===== src/rtl/spn_sbox_pkg.sv =====
// Shared definitions for the SPN cipher cores: 4-bit S-box tables, nibble
// substitution helpers and the decrypt FSM state type.
package spn_sbox_pkg;

    typedef enum logic [1:0] {
        IDLE,
        RUN,
        DONE
    } state_t;

    localparam logic [3:0] SBOX [16] = '{
        4'hE, 4'h4, 4'hD, 4'h1, 4'h2, 4'hF, 4'hB, 4'h8,
        4'h3, 4'hA, 4'h6, 4'hC, 4'h5, 4'h9, 4'h0, 4'h7
    };

    localparam logic [3:0] SBOX_INV [16] = '{
        4'hE, 4'h3, 4'h4, 4'h8, 4'h1, 4'hC, 4'hA, 4'hF,
        4'h7, 4'hD, 4'h9, 4'h6, 4'hB, 4'h2, 4'h0, 4'h5
    };

    function automatic logic [3:0] sbox_substitute(input logic [3:0] nib);
        return SBOX[nib];
    endfunction

    function automatic logic [3:0] sbox_inv_substitute(input logic [3:0] nib);
        return SBOX_INV[nib];
    endfunction

endpackage


===== src/rtl/spn_inv_round.sv =====
// One combinational inverse SPN round: undo the 8-bit left rotation,
// undo the nibble substitution, then mix in the round key.
module spn_inv_round
    import spn_sbox_pkg::*;
#(
    parameter int DW = 16
) (
    input  logic [DW-1:0] data_in,
    input  logic [DW-1:0] round_key,
    output logic [DW-1:0] data_out
);

    logic [DW-1:0] rotated;
    logic [DW-1:0] substituted;

    always_comb begin
        rotated     = {data_in[7:0], data_in[DW-1:8]};
        substituted = '0;
        for (int n = 0; n < DW / 4; n++) begin
            substituted[4*n +: 4] = sbox_inv_substitute(rotated[4*n +: 4]);
        end
        data_out = substituted ^ round_key;
    end

endmodule


===== src/rtl/spn_decrypt_core.sv =====
// Iterative SPN decryption core: one inverse round per clock, valid/ready
// handshake on both sides, result held until the consumer takes it.
module spn_decrypt_core
    import spn_sbox_pkg::*;
#(
    parameter int DW = 16,
    parameter int NR = 4
) (
    input  logic                clk,
    input  logic                rst,
    input  logic                in_valid,
    output logic                in_ready,
    input  logic [DW-1:0]       in_data,
    input  logic [DW*(NR+1)-1:0] in_key,
    output logic                out_valid,
    input  logic                out_ready,
    output logic [DW-1:0]       out_data
);

    localparam int CW = $clog2(NR) + 1;

    state_t                 fsm_q;
    logic [DW-1:0]          data_q;
    logic [DW*(NR+1)-1:0]   key_q;
    logic [CW-1:0]          cnt_q;
    logic [DW-1:0]          round_key;
    logic [DW-1:0]          round_out;

    // Rounds run from NR-1 down to 0, so the counter doubles as the key index.
    assign round_key = key_q[int'(cnt_q) * DW +: DW];
    assign out_data  = data_q;

    spn_inv_round #(.DW(DW)) u_inv_round (
        .data_in   (data_q),
        .round_key (round_key),
        .data_out  (round_out)
    );

    // The final whitening key is stripped at accept time so RUN only does rounds.
    always_ff @(posedge clk or posedge rst) begin
        if (rst) begin
            fsm_q     <= IDLE;
            data_q    <= '0;
            key_q     <= '0;
            cnt_q     <= '0;
            in_ready  <= 1'b1;
            out_valid <= 1'b0;
        end else begin
            case (fsm_q)
                IDLE: begin
                    if (in_valid) begin
                        data_q   <= in_data ^ in_key[DW*NR +: DW];
                        key_q    <= in_key;
                        cnt_q    <= CW'(NR - 1);
                        in_ready <= 1'b0;
                        fsm_q    <= RUN;
                    end
                end
                RUN: begin
                    data_q <= round_out;
                    if (cnt_q == '0) begin
                        out_valid <= 1'b1;
                        fsm_q     <= DONE;
                    end else begin
                        cnt_q <= cnt_q - 1'b1;
                    end
                end
                DONE: begin
                    if (out_ready) begin
                        out_valid <= 1'b0;
                        in_ready  <= 1'b1;
                        fsm_q     <= IDLE;
                    end
                end
                default: begin
                    out_valid <= 1'b0;
                    in_ready  <= 1'b1;
                    fsm_q     <= IDLE;
                end
            endcase
        end
    end

endmodule


===== config.mk =====
export PLATFORM = sky130hd
export DESIGN_NAME = spn_decrypt_core
export DESIGN_NICKNAME = d
export VERILOG_FILES = /design/src/rtl/spn_sbox_pkg.sv /design/src/rtl/spn_inv_round.sv /design/src/rtl/spn_decrypt_core.sv
export SDC_FILE = /design/constraint.sdc
export NUM_CORES = 1
export LEC_CHECK = 0
export CAP_MARGIN = 10
export CORE_MARGIN = 2
export CORE_UTILIZATION = 47
export CTS_CLUSTER_DIAMETER = 100
export CTS_CLUSTER_SIZE = 28
export DETAILED_ROUTE_END_ITERATION = 7
export MAX_ROUTING_LAYER = met4
export PLACE_DENSITY = 0.77
export SYNTH_ARGS = -nofsm -noshare
export SYNTH_HDL_FRONTEND = slang
export SYNTH_HIERARCHICAL = 1
export SYNTH_SLANG_ARGS = --single-unit

===== constraint.sdc =====
create_clock -name clk -period 3 [get_ports clk]
set_clock_uncertainty 0.15 [all_clocks]
set_input_delay 0.45 -clock clk [delete_from_list [all_inputs] [get_ports clk]]
set_output_delay 0.45 -clock clk [all_outputs]
set_load 0.05 [all_outputs]

==> flow_metrics.py <==
metrics = {
    "sta": {
        "hold_viol_final": 0,
        "setup_tns_ps": 0,
        "rsz0062_at_grt": "no",
        "slew_headroom": 0.411,
        "setup_violations": 0,
        "drv_slew": 0,
        "fmax_mhz": 408,
        "period_share": 0.818,
        "period_needed_ps": 2450,
        "worstMarginPinSlew_ps": 880,
    },
    "finish": {
        "diodes": 0,
        "multi_input_area_mm2": 0.00284,
        "final_cell_mix": "264 x nand2_1, 117 x clkdlybuf4s50_1, 102 x dfrtp_1, 30 x xnor2_1, 24 x mux2i_1",
        "stdcell_count": 907,
        "utilization": 0.601,
        "seqCellArea_mm2": 0.00258,
        "filler_cell_count": 1040,
        "areaGrowthSynthToFinish_pct": 24.2,
        "nets": 855,
        "final_common_cell": "nand2_1",
        "drive_above_1_share": 0.0880,
    },
    "floorplan": {
        "die_w_um": 115,
        "die-area_mm2": 0.0133,
        "die_height_um": 115,
        "coreArea_mm2": 0.0121,
        "ios": 118,
        "start_util": 0.484,
        "num_rows": 40,
    },
    "routing": {
        "route.detailed.drc": 0,
        "vias": 4642,
        "routedWlPerCell_um": 15.1,
        "first_pass_iters": 5,
        "initialDrtViolationCount": 277,
        "viasPerCell": 5.12,
        "postRouteWirelength_mm": 13.7,
        "drtAntennaViolNets": 0,
    },
    "pwr": {
        "p_leak_nw": 3.44,
        "ir_drop_mv": 0.383,
        "p_sw_mw": 3.63,
        "p_comb_frac": 0.532,
        "p_int_mw": 4.75,
        "clkPwrFrac": 0.139,
        "power_density_mw_per_mm2": 1160,
        "seq_power_share": 0.329,
        "p_sw_frac": 0.434,
    },
    "clock_tree": {
        "clk_pin_slew_worst_paths_ps": 70,
        "clk_latency_ps": 340,
        "postCtsHoldBufs": 0,
        "cts_root_buf": "clkbuf_16",
        "cts_made_buffers": 9,
        "cts_buffer_depth": 2,
        "cts_setup_buffers": 0,
        "cts_sinks": 103,
        "ctsResizeCount": 0,
        "cts_tree": "built",
        "htree_levels": 3,
    },
    "min_path": {
        "hp-start": "key_q[58]",
        "min_path_cells": 2,
        "hold_class": "flop to flop",
        "holdPathEnd": "key_q[58]",
    },
    "critical_path": {
        "worstPathRequired_ps": 2400,
        "cpMaxStageDelayCell": "clkdlybuf4s50_1",
        "worst-path-max-fanout": 10,
        "worstPathArrival_ps": 1850,
        "r2r_start": "cnt_q[1]",
        "rrSetupSlack_ps": 780,
        "rr_worst_depth": 4,
        "crit_buf_inv": 1,
        "r2r_end": "out_data[11]",
        "start_kind": "flop",
        "critical_path_class": "flop to output pin",
        "endpoint_kind": "output pin",
        "crit_chain": "clkdlybuf4s50_1",
        "cp_top_family": "buffers and inverters",
        "cp_slowest_stage_delay_ps": 910,
    },
    "yosys": {
        "synth_area_mm2": 0.00584,
        "syn_inst": 637,
        "synth_xor_area_frac": 0.0600,
        "yosys.area_share.simple": 0.213,
        "yosys_warnings": 6,
        "ys_types": 46,
        "synth-compound-area-share": 0.0987,
        "yosys.area.top_type_share": 0.437,
        "synthAdderAreaFrac": 0.0450,
        "ys.flop_type": "dfrtp_1",
        "syn_nets": 758,
        "synth_edf_count": 0,
        "synth_seq_cells": 103,
        "synth_top_area_cell": "dfrtp_1",
        "async_reset_ff_frac": 1.00,
        "synthMuxAreaShare": 0.0700,
        "syn_area_per_cell_um2": 9.17,
        "synth_top_family_by_area": "simple AND/OR/NAND/NOR gates",
        "synth_seq_area_share": 0.441,
        "ys_top_cells_by_area": "dfrtp_1 44%, nand2_1 17%, ha_1 4.5%, xnor2_1 4.5%, mux2i_1 4.1%",
    },
    "placed_design": {
        "portBuffers": 117,
        "gp_congestion": 0.837,
        "dp_cells": 891,
        "dp_hpwl_mm": 10.2,
    },
    "grt": {
        "grt-ovfl-total": 0,
        "grt_pass1_vias": 4583,
        "antenna_found_initial": 0,
        "grt_max_degree": 98,
        "track_usage": 0.221,
        "grt_pass1_wl_mm": 22.5,
    },
    "run": {
        "cap_violations": 0,
    },
    "status": {
        "outcome": "complete, no violations",
    },
}
## state kept, by name, summed over array words and instances, names as in the netlist
register and count:
key_q 80, out_data 16, cnt_q 3, fsm_q 2, in_ready 1, out_valid 1
## logic make-up (layout without fill, tap and decap cells)
logic type | count (synthesis) | after routing
AO/OA/AOI/OAI | 71 | 71
AND/OR/NAND/NOR | 308 | 308
XOR/XNOR | 40 | 40
multiplexers | 39 | 39
buffers and inverters | 55 | 157
flip-flops | 103 | 103
adder cells (fa/ha/maj) | 21 | 21
## worst max path at each step
| stage | from | endpoint | slack, ps | depth (start not counted) |
|---|---|---|---|---|
| floorplan | out_data[9] | out_data[1] | 790 | 7 |
| global placement | in_valid | out_data[13] | 640 | 4 |
| detailed placement | in_valid | key_q[65] | 580 | 5 |
| CTS | out_data[15] | out_data[15] | 540 | 1 |
| global route | out_data[15] | out_data[15] | 490 | 1 |
| finish | out_data[15] | out_data[15] | 550 | 1 |
## power by group through the flow
stage,sequential [mW],combinational (mW),clock [mW]
floorplan,2.88,3.42,0
global placement,2.72,4.26,0
detailed placement,2.77,4.44,0
CTS,2.75,4.47,1.18
global route,2.86,4.91,1.24
finish,2.75,4.46,1.17
## metrics by stage
stage	hold slack, ps	area, um2	worst slack (ps)	power (mW)
global placement	304	6950	640	6.98
global route	341	7250	491	9.01
floorplan	289	5850	788	6.31
CTS	330	7250	540	8.40
finish	324	7250	547	8.38
detailed placement	306	6950	580	7.21
## cell usage after synthesis (all sizes together) (2+ instances only)
master	count
nor3b	3
mux2i	24
a21oi	10
o221a	16
clkbuf	6
xor2	10
nand2	265
nor2b	3
nand3b	2
ha	21
nand2b	5
a221o	14
buf	32
a31oi	5
o21ai	18
nor4	3
inv	16
xnor2	30
nor3	2
nor2	22
dfrtp	102
mux2	15
## layer usage
metal  wire length [um]  share of wire  global-route usage
met5                  0              0                   -
met2               6360           0.46               0.329
met3                755          0.055              0.0319
met1               6410           0.47               0.314
met4                205          0.015              0.0699
## cell type report
| cell class | instances | area share |
|---|---|---|
| Tap cell | 168 | 0.0290 |
| Clock inverter | 6 | 0.00966 |
| Clock buffer | 10 | 0.0316 |
| Multi-Input combinational cell | 479 | 0.392 |
| Timing Repair Buffer | 124 | 0.172 |
| Inverter | 17 | 0.0100 |
| Sequential cell | 103 | 0.356 |
Power figures use the tool's default switching activity.
